### src/rtl/dmem_pkg.sv
// Shared types for the data-memory responder: host FSM states, host opcodes
// and the burst-length saturation helper.
package dmem_pkg;

  typedef enum logic [2:0] {
    IDLE,
    WR,
    RD_ISSUE,
    RD_DATA,
    DONE
  } state_t;

  localparam logic HOST_OP_WR = 1'b0;
  localparam logic HOST_OP_RD = 1'b1;

  // Clamp a requested burst length to the array depth (2^aw words).
  function automatic logic [31:0] sat_len(input logic [31:0] len, input int unsigned aw);
    logic [31:0] depth;
    depth = 32'd1 << aw;
    return (len > depth) ? depth : len;
  endfunction

endpackage

### src/rtl/dmem_array.sv
// Single-port synchronous RAM, 2^AW x DW, registered read-first output.
// Contents are never cleared.
module dmem_array #(
  parameter int AW = 8,
  parameter int DW = 16
) (
  input  logic          clock,
  input  logic          we,
  input  logic [AW-1:0] addr,
  input  logic [DW-1:0] wdata,
  output logic [DW-1:0] rdata
);

  logic [DW-1:0] mem [0:(1<<AW)-1];

  always_ff @(posedge clock) begin
    if (we) begin
      mem[addr] <= wdata;
    end
    rdata <= mem[addr];
  end

endmodule

### src/rtl/dmem_ctrl.sv
// CPU data-port responder over a 256x16 store, plus a host burst port that
// preloads/dumps the array while the CPU is disabled.
module dmem_ctrl
  import dmem_pkg::*;
#(
  parameter int AW = 8,
  parameter int DW = 16
) (
  input  logic          clock,
  input  logic          reset,
  input  logic          enable,
  input  logic [AW-1:0] d_addr,
  input  logic [DW-1:0] d_dataout,
  input  logic          d_we,
  output logic [DW-1:0] d_datain,
  input  logic          host_start,
  input  logic          host_op,
  input  logic [AW-1:0] host_base,
  input  logic [AW:0]   host_len,
  input  logic [DW-1:0] host_wdata,
  input  logic          host_wvalid,
  output logic          host_wready,
  output logic [DW-1:0] host_rdata,
  output logic          host_rvalid,
  input  logic          host_rready,
  output logic          host_busy,
  output logic          host_done
);

  state_t        state, state_nxt;
  logic [AW-1:0] addr_q, addr_nxt;
  logic [AW:0]   remain_q, remain_nxt;
  logic [AW:0]   len_sat;

  logic          arr_we;
  logic [AW-1:0] arr_addr;
  logic [DW-1:0] arr_wdata;
  logic [DW-1:0] arr_rdata;

  logic          cpu_load_q;
  logic          rd_fresh_q;
  logic [DW-1:0] d_hold_q;
  logic [DW-1:0] r_hold_q;
  logic          wr_accept;

  assign len_sat     = (AW+1)'(sat_len(32'(host_len), AW));
  assign host_wready = (state == WR) && !enable;
  assign wr_accept   = host_wready && host_wvalid;
  assign host_rvalid = (state == RD_DATA);
  assign host_busy   = (state != IDLE);
  assign host_done   = (state == DONE);

  // The array output is only trusted on the cycle right after the read that
  // produced it; otherwise each port replays its own held copy, so the other
  // owner may reuse the array without disturbing it.
  assign d_datain   = cpu_load_q ? arr_rdata : d_hold_q;
  assign host_rdata = rd_fresh_q ? arr_rdata : r_hold_q;

  always_comb begin
    arr_we    = 1'b0;
    arr_addr  = addr_q;
    arr_wdata = host_wdata;
    if (enable) begin
      arr_we    = d_we;
      arr_addr  = d_addr;
      arr_wdata = d_dataout;
    end else begin
      arr_we    = wr_accept;
    end
  end

  dmem_array #(
    .AW(AW),
    .DW(DW)
  ) u_array (
    .clock (clock),
    .we    (arr_we),
    .addr  (arr_addr),
    .wdata (arr_wdata),
    .rdata (arr_rdata)
  );

  always_comb begin
    state_nxt  = state;
    addr_nxt   = addr_q;
    remain_nxt = remain_q;
    case (state)
      IDLE: begin
        if (host_start) begin
          addr_nxt   = host_base;
          remain_nxt = len_sat;
          if (len_sat == '0) begin
            state_nxt = DONE;
          end else if (host_op == HOST_OP_RD) begin
            state_nxt = RD_ISSUE;
          end else begin
            state_nxt = WR;
          end
        end
      end
      WR: begin
        if (wr_accept) begin
          addr_nxt   = addr_q + 1'b1;
          remain_nxt = remain_q - 1'b1;
          if (remain_q == (AW+1)'(1)) begin
            state_nxt = DONE;
          end
        end
      end
      RD_ISSUE: begin
        if (!enable) begin
          state_nxt = RD_DATA;
        end
      end
      RD_DATA: begin
        if (host_rready) begin
          addr_nxt   = addr_q + 1'b1;
          remain_nxt = remain_q - 1'b1;
          state_nxt  = (remain_q == (AW+1)'(1)) ? DONE : RD_ISSUE;
        end
      end
      DONE: begin
        state_nxt = IDLE;
      end
      default: begin
        state_nxt = IDLE;
      end
    endcase
  end

  always_ff @(posedge clock) begin
    if (reset) begin
      state      <= IDLE;
      addr_q     <= '0;
      remain_q   <= '0;
      cpu_load_q <= 1'b0;
      rd_fresh_q <= 1'b0;
      d_hold_q   <= '0;
      r_hold_q   <= '0;
    end else begin
      state      <= state_nxt;
      addr_q     <= addr_nxt;
      remain_q   <= remain_nxt;
      cpu_load_q <= enable && !d_we;
      rd_fresh_q <= (state == RD_ISSUE) && !enable;
      // Stores bypass the array (write-first); otherwise keep what is shown.
      d_hold_q   <= (enable && d_we) ? d_dataout : d_datain;
      r_hold_q   <= host_rdata;
    end
  end

endmodule

### config.mk
export PLATFORM = sky130hd
export DESIGN_NAME = dmem_ctrl
export DESIGN_NICKNAME = d
export VERILOG_FILES = /design/src/rtl/dmem_pkg.sv /design/src/rtl/dmem_array.sv /design/src/rtl/dmem_ctrl.sv
export SDC_FILE = /design/constraint.sdc
export NUM_CORES = 2
export LEC_CHECK = 0
export BUFFER_PORTS_ARGS = -buffer_cell sky130_fd_sc_hd__buf_2
export CORE_MARGIN = 4
export CORE_UTILIZATION = 55
export CTS_BUF_LIST = sky130_fd_sc_hd__clkbuf_2 sky130_fd_sc_hd__clkbuf_4 sky130_fd_sc_hd__clkbuf_8
export DETAILED_ROUTE_END_ITERATION = 8
export PLACE_DENSITY = 0.71
export SKIP_CTS_REPAIR_TIMING = 1
export SYNTH_ARGS = -nofsm -noshare
export SYNTH_HDL_FRONTEND = slang
export SYNTH_SLANG_ARGS = --single-unit
export TNS_END_PERCENT = 100
### constraint.sdc
create_clock -name clock -period 4.4 [get_ports clock]
set_clock_uncertainty 0.2 [all_clocks]
set_input_delay 0 -clock clock [delete_from_list [all_inputs] [get_ports clock]]
set_output_delay 0 -clock clock [all_outputs]
set_load 0.01 [all_outputs]
==> results_dict.tcl <==
set metrics [dict create \
    yosys_most_used_dff "edfxtp_1" \
    power_density_mw_per_mm2 471 \
    synthCells 7591 \
    numCtsBuffers 648 \
    drv_slew 0 \
    synth_cell_types 54 \
    std_cell_rows 197 \
    leakage_nw 57.8 \
    synthesis.area_mm2 0.159 \
    post-route-min-period_ps 4340 \
    yosysSeqAreaShare 0.780 \
    finalSetupTns_ps 0 \
    fp.dieArea_mm2 0.299 \
    cts_sinks 4166 \
    initial_core_util 0.553 \
    drt-initial-drc-count 13158 \
    clk_pin_slew_ps 60 \
    finalSetupViolCount 0 \
    hp-class "in2reg" \
    relSlewSlack 0.174 \
    n_fill_cell 18821 \
    fin_cells 13029 \
    fin_util 0.637 \
    firstDrtPassIters 6 \
    io_buffers 100 \
    wl_per_cell_um 33.1 \
    clk_latency_ps 1220 \
    status "completed" \
    peakVddDrop_mv 0.374 \
    hold_slack_ps 29.0 \
    grt_pass1_vias 83213 \
    root_buffer "clkbuf_8" \
    fin_total_pwr_mw 86.6 \
    nNetsFinal 8793 \
    ioPinCount 101 \
    min_period_over_period 0.986 \
    ys_warn_count 0 \
    via_per_inst 6.51 \
    fp.coreArea_mm2 0.288 \
    postRouteAntennaNets 0 \
    synthArstFlopShare 0 \
    cts_buffer_depth 4 \
    totalWireLength_um 432000 \
    finalHoldViolCount 0 \
    fin_ws_ps 60.1 \
    placed_area_mm2 0.169 \
    arrival_ps 5190 \
    worst_setup_path_start_kind "register" \
    die_y_um 546 \
    synth_edf_count 4096 \
    grt_max_degree 130 \
    grt-ovfl-total 0 \
    grt_use_total 0.284 \
    hpwl_um 262000 \
    cp-end-kind "register" \
    gp_congestion 0.893 \
    max_cap_violations 0 \
    path_class "reg2reg" \
    required_ps 5250 \
    place_inst 11679 \
    syn_to_final_growth_pct 15.1 \
    via_count 84811 \
    post-place-ws_ps -288 \
    drcViolationCount 0 \
    cp_max_fo 38 \
    yosys_register_bits 4166 \
    worst_pin_slew_ps 1240 \
    drive_gt1_frac 0.315 \
    htreeDepth 6 \
    finalInstanceArea_mm2 0.184 \
    synthesis.nets 7659 \
    grt_pass1_wl_um 609000 \
    max_freq_mhz 230 \
    cts_tree "done" \
    avgSynthCellArea_um2 21.0 \
    die_w_um 546 \
    antenna_found_initial 23 \
]
critical path, cell delays in order (launching register included):
cell	delay (ps)
dfxtp_1	420
mux2_8	580
buf_12	310
buf_4	370
buf_4	250
mux4_2	340
nand2_1	120
a41oi_1	310
nor4_1	1010
o2111ai_1	180
Yosys cell counts, types with 8 or more instances:
library cell	count	area (µm²)
buf_1	77	289
o41ai_1	33	289
inv_1	10	37.5
a21oi_1	33	165
dfxtp_1	70	1400
clkbuf_1	245	920
edfxtp_1	4096	123000
nand3_1	25	125
nor4_1	20	125
a22oi_1	8	60.1
buf_6	24	270
mux2_2	49	552
o2111ai_1	16	140
o41ai_2	16	260
mux4_2	1024	23100
nor2b_1	22	138
a41oi_1	256	2240
o21ai_0	14	70.1
nand2_1	1093	4100
nor2_1	282	1060
buf_4	30	225
buf_2	70	350
routing by layer:
layer | GRT usage | routed length, µm
met2 | 0.438 | 205000
met3 | 0.0663 | 48500
met1 | 0.389 | 153000
met5 | 0.00353 | 229
met4 | 0.136 | 24800
kinds of logic (layout without fill, tap and decap cells):
family,Yosys count,count (layout),share of synthesized area
multiplexers,1076,1076,0.148
flip-flops,4166,4166,0.780
buffers and inverters,456,2098,0.0131
AND/OR/NAND/NOR,1477,1477,0.0362
adder cells (fa/ha/maj),3,3,0.000235
AO/OA/AOI/OAI,413,413,0.0221
other,0,15,0
flip-flops by register name, summed over array words and instances, names as in the netlist:
| signal | flops |
|---|---|
| remain_q | 9 |
| u_array.mem | 4096 |
| cpu_load_q | 1 |
| u_array.rdata | 16 |
| r_hold_q | 16 |
| state | 3 |
| d_hold_q | 16 |
| addr_q | 8 |
| rd_fresh_q | 1 |
area by class of cell:
type,count,area [µm²],area share
multi-input combinational,2969,33500,0.183
timing repair buffer,930,8110,0.0442
antenna,15,37.5,0.000204
inverter,10,37.5,0.000204
sequential,4166,124000,0.677
clock inverter,250,1800,0.00978
clock buffer,908,11000,0.0599
tap,3781,4730,0.0258
final timing paths:
path,cells after the start,slack (ps),from,end
hold / removal,3,30,d_dataout[10],u_array.mem[176][10]$_DFFE_PP_
setup / recovery,9,60,addr_q[1]$_SDFFE_PP0P_,u_array.rdata[12]$_DFF_P_
hold reg to reg,2,390,r_hold_q[2]$_SDFF_PP0_,r_hold_q[2]$_SDFF_PP0_
setup reg to reg,9,60,addr_q[1]$_SDFFE_PP0P_,u_array.rdata[12]$_DFF_P_
cell usage in the layout, fill, tap and decap left out, types with 15 or more instances in the layout:
cell type | synthesis | final
nand3_1 | 25 | 25
clkinv_2 | 0 | 41
a41oi_1 | 256 | 256
clkinv_1 | 0 | 141
dfxtp_1 | 70 | 70
a21oi_1 | 33 | 30
nand2_1 | 1093 | 1077
nor2_1 | 282 | 282
buf_4 | 30 | 578
edfxtp_1 | 4096 | 4096
diode_2 | 0 | 15
buf_12 | 0 | 74
clkbuf_8 | 0 | 670
clkbuf_4 | 0 | 238
o41ai_1 | 33 | 24
mux2_2 | 49 | 32
nor2b_1 | 22 | 22
o41ai_2 | 16 | 25
o2111ai_1 | 16 | 16
nand2_2 | 0 | 16
mux2_8 | 0 | 18
dlygate4sd3_1 | 0 | 177
mux4_2 | 1024 | 1024
buf_2 | 70 | 99
power breakdown:
| part | leakage (nW) | switching, mW | internal (mW) | total [mW] |
|---|---|---|---|---|
| sequential | 37.4 | 0.376 | 44.1 | 44.4 |
| combinational | 13.6 | 5.95 | 3.91 | 9.86 |
| clock | 6.77 | 15.2 | 17.1 | 32.2 |
No activity file was read; power rests on OpenSTA's default activity.
